==> src/rtl/gb_frame_scaler.sv <==
// Pixel source for the 1280x1024 VGA timing stage. Maps scan coordinates onto a
// double-banked 160x144 Game Boy frame buffer, upscales by SCALE, palettes the
// 2-bit shades and drives the 12-bit colour bus. It also owns the bank swap handshake.
// Latency: coordinate -> pixel_color is LEAD (3) cycles. The fetch runs LEAD columns
// ahead, so pixel_color while X_pix = n is the colour of screen column n.
// Backpressure: none. The timing stage free-runs and every stage advances each cycle.
// Ports:
//   pixel_clk, rst              : sole clock, async active-high reset
//   X_pix, Y_pix, H/V_visible   : scan position and active flags from the timing stage
//   fb_addr, fb_rd_en, fb_data  : synchronous frame RAM read port (data one cycle after address)
//   fb_swap_req/ack, fb_bank    : bank swap handshake with the LCD capture side
//   pixel_color                 : {B,G,R} colour for the current coordinate
module gb_frame_scaler #(
  parameter int          SCALE    = 6,
  parameter int          H_OFFSET = 160,
  parameter int          V_OFFSET = 80,
  parameter int          LEAD     = 3,
  parameter logic [11:0] PAL0     = 12'hBF9,
  parameter logic [11:0] PAL1     = 12'h7A5,
  parameter logic [11:0] PAL2     = 12'h353,
  parameter logic [11:0] PAL3     = 12'h120,
  parameter logic [11:0] BORDER   = 12'h000
) (
  input  logic        pixel_clk,
  input  logic        rst,
  input  logic [10:0] X_pix,
  input  logic [10:0] Y_pix,
  input  logic        H_visible,
  input  logic        V_visible,
  output logic [15:0] fb_addr,
  output logic        fb_rd_en,
  input  logic [1:0]  fb_data,
  input  logic        fb_swap_req,
  output logic        fb_swap_ack,
  output logic        fb_bank,
  output logic [11:0] pixel_color
);

  localparam int GB_W = 160;
  localparam int GB_H = 144;
  localparam int SW   = (SCALE > 1) ? $clog2(SCALE) : 1;
  localparam logic [10:0]   X_LO     = 11'(H_OFFSET);
  localparam logic [10:0]   X_HI     = 11'(H_OFFSET + GB_W * SCALE);
  localparam logic [10:0]   Y_LO     = 11'(V_OFFSET);
  localparam logic [10:0]   Y_HI     = 11'(V_OFFSET + GB_H * SCALE);
  localparam logic [SW-1:0] SUB_LAST = SW'(SCALE - 1);

  logic [10:0]   xe, y_prev;
  logic          h_prev, v_prev, synced, pending;
  logic [SW-1:0] hs, hs_cur, vs;
  logic [7:0]    gc, gc_cur, gr;
  logic [14:0]   rowbase;
  logic          vis, in_win, x_start, h_fall, y_prev_in, v_fall, swap_now;
  logic          vis_p1, win_p2, vis_p2;

  // The fetch runs LEAD columns ahead of the scan position to hide the pipeline.
  assign xe = X_pix + 11'(LEAD);

  always_comb begin
    vis       = H_visible & V_visible;
    // synced stays low after a reset until a vertical blank has been seen.
    // This keeps a partial frame with stale row counters off the screen.
    in_win    = vis & synced & (xe >= X_LO) & (xe < X_HI) & (Y_pix >= Y_LO) & (Y_pix < Y_HI);
    x_start   = (xe == X_LO);
    // Counters restart at the first image column. The override makes column 0
    // usable in the same cycle as the restart.
    hs_cur    = x_start ? '0 : hs;
    gc_cur    = x_start ? '0 : gc;
    h_fall    = h_prev & ~H_visible;
    y_prev_in = (y_prev >= Y_LO) & (y_prev < Y_HI);
    v_fall    = v_prev & ~V_visible;
    // A request landing on the blanking edge itself joins this swap.
    swap_now  = v_fall & (pending | fb_swap_req);
  end

  // Edge detectors and the row of the line that just ended.
  always_ff @(posedge pixel_clk or posedge rst) begin
    if (rst) begin
      h_prev <= 1'b0;
      v_prev <= 1'b0;
      y_prev <= '0;
      synced <= 1'b0;
    end else begin
      h_prev <= H_visible;
      v_prev <= V_visible;
      y_prev <= Y_pix;
      synced <= synced | ~V_visible;
    end
  end

  // Horizontal: hs counts SCALE screen columns per source column gc.
  always_ff @(posedge pixel_clk or posedge rst) begin
    if (rst) begin
      hs <= '0;
      gc <= '0;
    end else if (in_win) begin
      if (hs_cur == SUB_LAST) begin
        hs <= '0;
        gc <= (gc_cur == 8'(GB_W - 1)) ? gc_cur : gc_cur + 8'd1;
      end else begin
        hs <= hs_cur + SW'(1);
        gc <= gc_cur;
      end
    end
  end

  // Vertical: advance once per image line, at the end of the line. The row base
  // tracks gr*160 by repeated addition.
  always_ff @(posedge pixel_clk or posedge rst) begin
    if (rst) begin
      vs      <= '0;
      gr      <= '0;
      rowbase <= '0;
    end else if (!V_visible) begin
      vs      <= '0;
      gr      <= '0;
      rowbase <= '0;
    end else if (h_fall && y_prev_in) begin
      if (vs == SUB_LAST) begin
        vs <= '0;
        if (gr != 8'(GB_H - 1)) begin
          gr      <= gr + 8'd1;
          rowbase <= rowbase + 15'(GB_W);
        end
      end else begin
        vs <= vs + SW'(1);
      end
    end
  end

  function automatic logic [11:0] shade(input logic [1:0] s);
    case (s)
      2'd0:    shade = PAL0;
      2'd1:    shade = PAL1;
      2'd2:    shade = PAL2;
      default: shade = PAL3;
    endcase
  endfunction

  // Stage 0 issues the RAM read. Stage 1 is the RAM. Stage 2 applies the palette.
  always_ff @(posedge pixel_clk or posedge rst) begin
    if (rst) begin
      fb_addr     <= '0;
      fb_rd_en    <= 1'b0;
      vis_p1      <= 1'b0;
      win_p2      <= 1'b0;
      vis_p2      <= 1'b0;
      pixel_color <= 12'h000;
    end else begin
      fb_rd_en <= in_win;
      if (in_win) begin
        fb_addr <= {fb_bank, rowbase + 15'(gc_cur)};
      end
      vis_p1 <= vis;
      win_p2 <= fb_rd_en;
      vis_p2 <= vis_p1;
      if (win_p2) begin
        pixel_color <= shade(fb_data);
      end else if (vis_p2) begin
        pixel_color <= BORDER;
      end else begin
        pixel_color <= 12'h000;
      end
    end
  end

  // Bank swap happens only at the start of vertical blank. Pending requests
  // collapse into a single swap.
  always_ff @(posedge pixel_clk or posedge rst) begin
    if (rst) begin
      pending     <= 1'b0;
      fb_swap_ack <= 1'b0;
      fb_bank     <= 1'b0;
    end else begin
      fb_swap_ack <= swap_now;
      fb_bank     <= fb_bank ^ swap_now;
      pending     <= swap_now ? 1'b0 : (pending | fb_swap_req);
    end
  end

endmodule

==> config.mk <==
export PLATFORM = sky130hd
export DESIGN_NAME = gb_frame_scaler
export DESIGN_NICKNAME = d
export VERILOG_FILES = /design/src/rtl/gb_frame_scaler.sv
export SDC_FILE = /design/constraint.sdc
export NUM_CORES = 1
export LEC_CHECK = 0
export BUFFER_PORTS_ARGS = -buffer_cell sky130_fd_sc_hd__buf_2
export CAP_MARGIN = 20
export CORE_UTILIZATION = 50
export CTS_CLUSTER_DIAMETER = 60
export CTS_CLUSTER_SIZE = 14
export DETAILED_ROUTE_END_ITERATION = 12
export HOLD_SLACK_MARGIN = 0.1
export PLACE_DENSITY = 0.86
export SLEW_MARGIN = 20
export SYNTH_ARGS = -nofsm -noshare
export SYNTH_HDL_FRONTEND = slang
export SYNTH_SLANG_ARGS = --single-unit
==> constraint.sdc <==
create_clock -name pixel_clk -period 2 [get_ports pixel_clk]
set_input_delay 0.1 -clock pixel_clk [delete_from_list [all_inputs] [get_ports pixel_clk]]
set_output_delay 0.1 -clock pixel_clk [all_outputs]
set_load 0.005 [all_outputs]
### After elaboration in Yosys (flattened, before gate mapping)

Cells that the tools add are included.
W data, S select, Z words.

* output and inout port bits: 31
* flip-flop bits (word level): 84

* reductions and logical operators: 3
* bitwise logic cells: 15
* eq/ne operators: 10
* add/sub/neg operators: 7
* order comparisons: 6
* multiplexer cells: 19

Operators by type and width (number)
* $mux W15: 4
* $mux W8: 7
* $pmux W12 S3: 1
* $ge A11 B7 Y1 const B: 2
* $lt A11 B10 Y1 const B: 2
* $add A8 B1 Y8 const B: 2
* $add A15 B8 Y15: 1
* $add A15 B8 Y15 const B: 1
* $mux W3: 5
* $mux W12: 1
* $add A11 B2 Y11 const B: 1
* $eq A11 B8 Y1 const B: 1
* $ge A11 B8 Y1 const B: 1
* $lt A11 B11 Y1 const B: 1
* $and A1 B1 Y1: 10
* $eq A8 B8 Y1 const B: 1
* $ne A8 B8 Y1 const B: 1
* $add A3 B1 Y3 const B: 2
* $eq A3 B3 Y1 const B: 2
* $ne A2 B1 Y1 const B: 3
* $reduce_and A3 Y1: 1
* $eq A2 B1 Y1 const B: 1
* $eq A2 B2 Y1 const B: 1
* $logic_not A2 Y1: 1
* other kinds (5): 7

### Longest topological paths before layout

Gate-level depths: netlist of run 1.

* word-level depth: 6
* gate-level depth with buffers: 12

### Least setup slack after synthesis of run 1

OpenSTA, ideal clock, no wires.

* path kind: input -> register
* start point: in X_pix[5]
* end point: reg fb_addr[10]
* stages: 11
* setup time: 135 ps
* path slack: -763 ps
* arrival time: 2629 ps
* path through: or3b_2 > or4b_4 > nor2_2 > buf_2 > nor2b_1 > ha_1 > a21o_1 > a211oi_2 > a211oi_1 > xnor2_1 > o21ai_0

* cells in the longest elaborated chain, start to end: 6
* elaborated cells on any way between the ends: 10
* those cells by class: add/sub: 2; order compare: 2; eq/ne: 1; mux: 1; bitwise: 4

Ends and longest elaborated chain
* from (decl): line 26 `input logic [10:0] X_pix,`
* $add A11 B2 Y11 *: line 57 `assign xe = X_pix + 11'(LEAD);`
* parallel branches: the longest is 5 deep, another holds $add A15 B8 Y15
* to (signal assigned): line 152 `fb_addr <= {fb_bank, rowbase + 15'(gc_cur)};`
* to (decl): line 30 `output logic [15:0] fb_addr,`

Mark *: on every way between the ends.
A chain may end at the register's enable or synchronous reset.

### Worst setup path after layout of run 1

* start point: in X_pix[5]
* end point: reg fb_addr[8]

The elaborated chain is that of the path after synthesis.

==> impl_metrics.json, run 1 <==
{
  "grt_pass1_wl_mm": 12.68,
  "critPathSlowestCell": "or4b_4",
  "synth_nets": 381,
  "critPathLaunchType": "input port",
  "overflow": 0,
  "synth.yosys.warnings": 0,
  "gp_congestion": 0.8141,
  "min_period_ns": 2.225,
  "synth_top_cell_by_area": "dfrtp_1",
  "initial_core_util_pct": 52.88,
  "die_h_um": 84.88,
  "drv_cap": 0,
  "die_x_um": 84.88,
  "clock_path_buffers": 2,
  "viasPerCell": 5.578,
  "grt_pass1_vias": 2874,
  "holdWs_ns": 0.3500,
  "fmax_mhz": 449.5,
  "path_max_fanout": 4,
  "ys_top_cells_by_area": "dfrtp_1 (52%), o21ai_0 (6.0%), nand2_1 (4.3%)",
  "place_area_mm2": 0.004019,
  "nets": 493,
  "synthArstFlopShare_pct": 100.0,
  "synth_ff_type": "dfrtp_1",
  "synth_commonest_cells": "dfrtp_1 (71), o21ai_0 (41), nand2_1 (39)",
  "setup_slack_ns": -0.2247,
  "relSlewSlack_pct": 56.82,
  "synth_edf_count": 0,
  "critPathKind": "input port to flip-flop",
  "drt_iter0_markers": 197,
  "min_period_over_period_pct": 111.2,
  "critPathMaxStageDelay_ns": 0.51,
  "path_cells": "buf_6 -> or3b_4 -> or4b_4 -> nor2_4 -> nor2b_1 -> ha_1 -> a21o_1 -> a211oi_4 -> a21oi_2 -> xnor2_1 -> o21ai_1",
  "post-synth-top-count-cell": "dfrtp_1",
  "ant_nets": 0,
  "final_hold_viol_count": 0,
  "critical_path.top_delay_family": "simple AND/OR/NAND/NOR gates",
  "fillers": 442,
  "crit_buf_inv": 1,
  "finalSetupViolCount": 20,
  "p_per_area_mw_per_mm2": 683.0,
  "r2r_setup_slack_ns": -0.06,
  "tightest_slew_ns": 0.6463,
  "cts_root_buf": "clkbuf_8",
  "r2r_end": "rowbase[8]",
  "vdd_drop_max_mv": 0.4364,
  "track_usage_pct": 22.58,
  "synth_top_area_share_pct": 51.73,
  "die_area_mm2": 0.007205,
  "clock-sinks": 71,
  "clock_latency_ns": 0.36,
  "htree_levels": 3,
  "path_clk_slew_ns": 0.08,
  "first_pass_iters": 8,
  "cts_tree": "yes",
  "coreArea_mm2": 0.006495,
  "fin_tns_setup_ns": -1.971,
  "antennaDiodeCount": 0,
  "wl_per_cell_um": 15.01,
  "required_ns": 2.24,
  "r2r-start": "gr[0]",
  "port_buffers": 55,
  "synth_area_per_cell_um2": 9.984,
  "antenna_found_initial": 0,
  "status": "finished, violations left",
  "place_inst": 493,
  "row_count": 29,
  "hpwl_mm": 5.086,
  "vias": 3001,
  "synth_seq_area_share_pct": 51.73,
  "ys_types": 51,
  "grt_start_max_net_pins": 72,
  "finalNonFillerCells": 538,
  "synth_area_mm2": 0.003435,
  "failed_checks": "design-rule violations, negative setup slack",
  "p_leak_nw": 2.147,
  "final_cell_area_mm2": 0.004677,
  "synth-seq-cells": 71,
  "r2r_cells": 7,
  "cts_buffers": 9,
  "drive_gt1_share_pct": 37.96,
  "slew_violations": 0,
  "end_kind": "flip-flop",
  "hold_path_class": "input port to asynchronous set/reset pin",
  "synthCells": 344,
  "drc_errors": 5,
  "critical_path_arrival_ns": 2.47,
  "utilization_pct": 72.01,
  "ios": 60,
  "area.growth.synth_to_final_pct": 36.17,
  "wirelength_mm": 8.073,
  "fin_skew_ns": 0.009700,
  "rsz0062_at_grt": "true"
}
[worst register-to-register path, cell delays in order, from the launching register on]
cell	delay, ns
dfrtp_1	0.39
ha_2	0.20
nand3_2	0.10
o21ai_2	0.07
o41a_1	0.52
buf_6	0.19
or3_1	0.37
a21oi_1	0.14
[per-layer routing]
metal / GRT usage, % / vias to the layer above / wire length [um]
met5: 0 / - / 0
met4: 12.17 / 0 / 209
met3: 4.669 / 18 / 308
met2: 39.17 / 83 / 4277
met1: 26.44 / 1471 / 3278
li1: - / 1429 / -
[worst max-delay path by stage]
stage,startpoint,endpoint,slack [ns],cells past startpoint
final,X_pix[5],fb_addr[8],-0.22,11
after global routing,X_pix[5],fb_addr[8],-0.34,11
after CTS,X_pix[5],fb_addr[14],-0.20,11
after detailed placement,X_pix[5],fb_addr[12],-0.62,11
after global placement,X_pix[5],fb_addr[10],-0.53,11
after floorplan,X_pix[5],fb_addr[14],-0.55,11
[placed cells by master, fill, tap and decap left out, types with 3 or more instances in the layout]
cell | netlist | routed
a211oi_2 | 1 | 3
a21oi_1 | 19 | 13
a21oi_2 | 0 | 6
and2_1 | 3 | 3
and3_1 | 5 | 5
buf_2 | 3 | 54
buf_4 | 4 | 39
buf_6 | 1 | 10
clkbuf_8 | 0 | 10
clkinvlp_4 | 0 | 3
dfrtp_1 | 71 | 71
dlygate4sd3_1 | 0 | 13
ha_1 | 8 | 4
ha_2 | 0 | 4
inv_1 | 7 | 6
mux2_2 | 5 | 5
nand2_1 | 39 | 36
nand3_1 | 9 | 8
nor2_1 | 17 | 15
nor2b_1 | 14 | 13
nor3_1 | 13 | 8
nor3_2 | 0 | 3
nor3b_1 | 3 | 3
o21ai_0 | 41 | 28
o21ai_1 | 1 | 10
o21ai_2 | 0 | 4
o31ai_1 | 5 | 5
or3_1 | 9 | 5
or3_4 | 0 | 4
xnor2_1 | 16 | 16
xor2_1 | 4 | 3
[power by group]
| part | internal (mW) | switching (mW) | leakage (nW) |
|---|---|---|---|
| logic | 0.250 | 0.244 | 1.12 |
| clock network | 0.487 | 0.581 | 0.0849 |
| registers | 1.54 | 0.0926 | 0.942 |
[state kept, by name, summed over array words and instances, names as in the netlist, 3 cells and up]
register,count
pixel_color,8
hs,3
rowbase,10
gr,8
fb_addr,16
y_prev,7
vs,3
gc,8
[stage by stage]
step           total power, mW  setup WS (ns)
2_1_floorplan            1.868        -0.5466
3_3_place_gp             2.036        -0.5266
3_5_place_dp             2.073        -0.6217
4_1_cts                  3.172        -0.1997
5_1_grt                  3.340        -0.3399
6_report                 3.194        -0.2247
[final cells by class]
class                           instances  area [um2]  share of cell area [%]
Clock buffer                           10       137.6                   2.943
Clock inverter                          6       45.04                  0.9631
Inverter                                8       30.03                  0.6421
Multi-Input combinational cell        249        1765                   37.75
Sequential cell                        71        1777                   37.99
Tap cell                               77       96.34                   2.060
Timing Repair Buffer                  117       825.8                   17.66
[what timing repair did]
item | in CTS | in global routing
setup buffers | 4 | 10
cloned | 2 | 0
gates resized for setup | 17 | 42
hold endpoints to repair | 89 | 0
hold buffers | 13 | 0
setup endpoints to repair | 28 | 34
pin swaps | 7 | 21
[cells by family after synthesis]
kind of cell | after synthesis | share of synthesized area (%)
buffers and inverters | 24 | 3.388
other | 1 | 0.1092
xor gates and xnor gates | 20 | 5.100
adders and majority gates | 8 | 2.915
AOI/OAI and AO/OA | 87 | 15.81
muxes | 6 | 1.931
and+or+nand+nor | 127 | 19.02
DFF | 71 | 51.73
(Power assumes the default switching activity.)
==> inputs of run 2 (changes only) <==
CORE_MARGIN = 5   (was not set)
REMOVE_ABC_BUFFERS = 1   (was not set)
==> run 2 against run 1 <==
Net effect:
- the flow finishes with violations (negative setup slack)
- global-route usage down 1.2 points
- hold slack got worse by 0.0030 ns
- via count increased by 4.4%
- sequential share of layout area is 1.5 points lower
- count of clock-buffer cells in the layout shrank 1
- core utilization is 0.16 points higher
- clock skew grew 0.0021 ns
- setup slack got worse by 0.047 ns
- fmax down 2.1%
- critical endpoint is now fb_addr[10]
- largest cell class is now multi-input combinational cells
==> impl_metrics.json, run 2 (synthesis gave the netlist of run 1 again) <==
{
  "grt_pass1_vias": 3040,
  "path_max_fanout": 4,
  "r2r_cells": 7,
  "die_h_um": 92.88,
  "fmax_mhz": 440.2,
  "finalSetupViolCount": 30,
  "min_period_over_period_pct": 113.6,
  "die_area_mm2": 0.008627,
  "die_x_um": 92.88,
  "htree_levels": 3,
  "vdd_drop_max_mv": 0.3783,
  "critical_path_arrival_ns": 2.49,
  "ios": 60,
  "port_buffers": 55,
  "layout_commonest_cell": "dfrtp_1",
  "min_period_ns": 2.272,
  "fillers": 416,
  "ant_nets": 0,
  "viasPerCell": 5.814,
  "place_inst": 497,
  "final_hold_viol_count": 0,
  "clock_latency_ns": 0.35,
  "p_per_area_mw_per_mm2": 722.3,
  "critical_path.top_delay_family": "simple AND/OR/NAND/NOR gates",
  "gp_congestion": 0.8704,
  "critPathMaxStageDelay_ns": 0.51,
  "critPathKind": "input port to flip-flop",
  "cts_root_buf": "clkbuf_8",
  "rsz0062_at_grt": "true",
  "wl_per_cell_um": 17.97,
  "status": "finished, violations left",
  "drc_errors": 0,
  "largest_register_ffs": 16,
  "top_register": "fb_addr",
  "path_cells": "buf_6 -> or3b_4 -> or4b_4 -> nor2_4 -> nor2b_4 -> ha_4 -> a21o_1 -> a211oi_4 -> a211oi_2 -> xnor2_1 -> o21ai_1",
  "initial_core_util_pct": 50.83,
  "fin_tns_setup_ns": -3.450,
  "clock_path_buffers": 2,
  "failed_checks": "negative setup slack",
  "r2r_setup_slack_ns": -0.14,
  "drv_cap": 0,
  "row_count": 30,
  "utilization_pct": 72.17,
  "largestRegisters": "fb_addr x16, rowbase x10",
  "coreArea_mm2": 0.006756,
  "grt_pass1_wl_mm": 14.60,
  "crit_buf_inv": 1,
  "end_kind": "flip-flop",
  "vias": 3134,
  "clock-sinks": 71,
  "first_pass_iters": 4,
  "final_cell_mix": "dfrtp_1 (71), buf_2 (54), buf_4 (39)",
  "area.growth.synth_to_final_pct": 41.97,
  "p_leak_nw": 2.190,
  "tightest_slew_ns": 0.7206,
  "wirelength_mm": 9.685,
  "path_clk_slew_ns": 0.08,
  "hpwl_mm": 5.132,
  "fin_skew_ns": 0.01184,
  "hold_path_class": "input port to asynchronous set/reset pin",
  "antenna_found_initial": 0,
  "critPathSlowestCell": "or4b_4",
  "required_ns": 2.22,
  "antennaDiodeCount": 0,
  "slew_violations": 0,
  "r2r_end": "rowbase[10]",
  "overflow": 0,
  "critPathLaunchType": "input port",
  "cts_tree": "yes",
  "setup_slack_ns": -0.2720,
  "drt_iter0_markers": 170,
  "nets": 492,
  "grt_start_max_net_pins": 72,
  "total_power_mw": 3.522,
  "finalNonFillerCells": 539,
  "track_usage_pct": 21.37,
  "cts_buffers": 9,
  "drive_gt1_share_pct": 40.09,
  "holdWs_ns": 0.3470,
  "relSlewSlack_pct": 51.96,
  "r2r-start": "gr[6]"
}
[run 2: changes by cell type in the layout (fill, tap and decap cells not counted), sizes merged]
| cell | previous run | this run |
|---|---|---|
| buf | 104 | 102 |
| clkinvlp | 3 | 2 |
| bufinv | 0 | 3 |
| inv | 8 | 7 |
| clkinv | 3 | 2 |
[run 2: worst max-delay path by stage]
stage / from / to / slack (ns) / cells past startpoint
after detailed placement: X_pix[5] / fb_addr[13] / -0.76 / 13
after global placement: X_pix[5] / fb_addr[14] / -0.68 / 11
after CTS: X_pix[6] / fb_addr[10] / -0.24 / 11
after global routing: X_pix[6] / fb_addr[10] / -0.36 / 11
final: X_pix[6] / fb_addr[10] / -0.27 / 11
after floorplan: X_pix[5] / fb_addr[14] / -0.80 / 10
[run 2: report_power, final]
group	total [mW]	internal, mW	switching [mW]
sequential	1.63	1.54	0.0942
combinational	0.514	0.253	0.260
clock	1.37	0.819	0.555
[run 2: tightest hold or removal path, stage by stage]
cell and delay [ns]:
dlygate4sd3_1 0.53, buf_2 0.12, inv_2 0.06, buf_12 0.30
[run 2: layout make-up]
cell class              count  area (um2)  share of cell area, %
multi-input cells         249        1894                  38.85
flip-flops and latches     71        1777                  36.44
repair buffers            116       840.8                  17.24
clock buffers               9       123.9                  2.540
clock inverters             6       110.1                  2.258
well taps                  80       100.1                  2.053
inverters                   8       30.03                 0.6159
[run 2: metrics by stage]
step | worst slack (ns) | area (um2)
after floorplan | -0.7951 | 3348
after global placement | -0.6816 | 4004
after detailed placement | -0.7554 | 4004
after CTS | -0.2433 | 4561
after global routing | -0.3571 | 4876
final | -0.2720 | 4876
[run 2: what timing repair did]
action | CTS | global route
buffers inserted | 3 | 10
endpoints found under the hold margin | 87 | 0
setup endpoints to repair | 28 | 34
hold buffers | 13 | 0
pin swaps | 15 | 28
cloned | 2 | 1
gates resized for setup | 28 | 73
[run 2: layer usage]
metal	track usage, %	share of wire (%)
met1	25.88	38
met2	36.89	52
met3	3.981	5.9
met4	9.524	4.3
met5	0	0
==> inputs of run 3 (changes only) <==
CELL_PAD_IN_SITES_DETAIL_PLACEMENT = 0   (was not set)
CELL_PAD_IN_SITES_GLOBAL_PLACEMENT = 1   (was not set)
CORE_UTILIZATION = 39   (was 50)
MAX_ROUTING_LAYER = met4   (was not set)
PLACE_DENSITY = 0.87   (was 0.86)
==> run 3 against run 2 <==
Net effect:
- the flow still finishes with violations (negative setup slack)
- core utilization decreased by 17 points
- die area increased by 25%
- fmax increased by 0.28%
- combinational power decreased by 4.7%
- cell area decreased by 1.7%
- critical path depth increased by 1
- hold slack improved by 0.032 ns
- register-to-register slack improved by 0.13 ns
- first-iteration DRC count decreased by 48%
- via count decreased by 7.5%
==> impl_metrics.json, run 3 (synthesis gave the netlist of run 1 again) <==
{
  "status": "finished, violations left",
  "failed_checks": "negative setup slack",
  "wirelength_mm": 8.059,
  "die_x_um": 103.8,
  "clock_path_buffers": 2,
  "drv_cap": 0,
  "grt_pass1_wl_mm": 13.41,
  "row_count": 34,
  "setup_slack_ns": -0.2657,
  "critical_path_arrival_ns": 2.49,
  "utilization_pct": 55.48,
  "p_clk_share_pct": 40.6,
  "top_register": "fb_addr",
  "largestRegisters": "fb_addr x16, rowbase x10",
  "vias": 2899,
  "p_seq_share_pct": 45.7,
  "p_int_mw": 2.672,
  "relSlewSlack_pct": 53.17,
  "p_leak_nw": 2.151,
  "hold_path_class": "input port to asynchronous set/reset pin",
  "min_period_ns": 2.266,
  "total_power_mw": 3.565,
  "end_kind": "flip-flop",
  "antennaDiodeCount": 0,
  "vdd_drop_max_mv": 0.4676,
  "rsz0062_at_grt": "true",
  "net-switching-power_uw": 893.1,
  "fmax_mhz": 441.4,
  "antenna_found_initial": 0,
  "critPathLaunchType": "input port",
  "cts_buffers": 9,
  "drive_gt1_share_pct": 37.42,
  "area.growth.synth_to_final_pct": 39.49,
  "min_period_over_period_pct": 113.3,
  "die_h_um": 103.8,
  "nets": 489,
  "die_area_mm2": 0.01078,
  "ios": 60,
  "path_clk_slew_ns": 0.08,
  "grt_start_max_net_pins": 72,
  "drt_iter0_markers": 88,
  "initial_core_util_pct": 39.77,
  "swShare_pct": 25.05,
  "layout_commonest_cell": "dfrtp_1",
  "cts_tree": "yes",
  "wl_per_cell_um": 14.26,
  "fin_skew_ns": 0.008151,
  "slew_violations": 0,
  "required_ns": 2.23,
  "overflow": 0,
  "final_cell_mix": "dfrtp_1 (71), buf_2 (54), nand2_1 (38)",
  "grt_pass1_vias": 2912,
  "critPathKind": "input port to flip-flop",
  "ant_nets": 0,
  "largest_register_ffs": 16,
  "htree_levels": 3,
  "p_per_area_mw_per_mm2": 744.2,
  "cts_root_buf": "clkbuf_8",
  "clock-sinks": 71,
  "clock_latency_ns": 0.35,
  "hpwl_mm": 5.134,
  "finalSetupViolCount": 15,
  "track_usage_pct": 15.39,
  "coreArea_mm2": 0.008636,
  "viasPerCell": 5.131,
  "port_buffers": 55,
  "final_hold_viol_count": 0,
  "drc_errors": 0,
  "path_max_fanout": 4,
  "tightest_slew_ns": 0.7010,
  "first_pass_iters": 4,
  "combPwrFrac_pct": 13.7,
  "gp_congestion": 0.8190
}
==> run 3: critical path, cell delays in order <==
cell	delay (ns)
buf_6	0.09
or3b_4	0.37
or4b_4	0.58
nor2_4	0.12
nor2b_1	0.06
ha_1	0.30
a21o_1	0.19
a21oi_1	0.07
buf_4	0.17
a211oi_2	0.23
xnor2_1	0.14
o21ai_1	0.07
==> run 3: worst paths after layout <==
kind	startpoint	end	slack [ns]	cells past startpoint
max reg2reg	gr[0]	gr[4]	-0.01	9
min in group pixel_clk	fb_rd_en	win_p2	0.39	0
min	rst	y_prev[6]	0.38	4
min reg2reg	fb_rd_en	win_p2	0.39	0
max in group asynchronous	rst	fb_addr[6]	1.31	4
max	X_pix[6]	fb_addr[10]	-0.27	12
==> run 3: layout make-up <==
type	instances	area [um2]
clock buffers	10	137.6
clock inverters	6	115.1
fillers	739	3845
inverters	8	30.03
multi-input cells	249	1755
flip-flops and latches	71	1777
well taps	108	135.1
repair buffers	113	840.8
==> run 3: metrics by stage <==
step                hold WS (ns)  TNS, ns  worst slack, ns  std cells  instance area, um2
floorplan                 0.1314   -13.28          -0.7951        328                3348
global placement          0.2059   -9.693          -0.6742        526                4046
detailed placement        0.2137   -10.67          -0.7142        526                4046
CTS                       0.3746   -1.954          -0.2254        562                4652
global route              0.4081   -3.286          -0.3229        565                4791
finish                    0.3795   -1.797          -0.2657        565                4791
==> run 3: layer usage <==
metal	routed length, um	GRT usage, %
met1	3456	17.96
met2	4073	25.14
met3	290	3.545
met4	238	7.216
met5	0	-
==> run 3: repair_timing <==
item                                   in CTS  in global routing
cloned                                      2                  0
setup buffers                               5                  6
pin swaps                                  28                 17
hold buffers                               13                  0
setup endpoints to repair                  23                 36
resized for setup                          36                 34
endpoints found under the hold margin      89                  0
==> run 3: power by group through the flow <==
stage | Combinational, mW | Clock [mW] | Sequential (mW)
floorplan | 0.204 | 0 | 1.64
global placement | 0.405 | 0 | 1.65
detailed placement | 0.417 | 0 | 1.66
CTS | 0.476 | 1.47 | 1.63
global route | 0.549 | 1.52 | 1.64
finish | 0.490 | 1.45 | 1.63
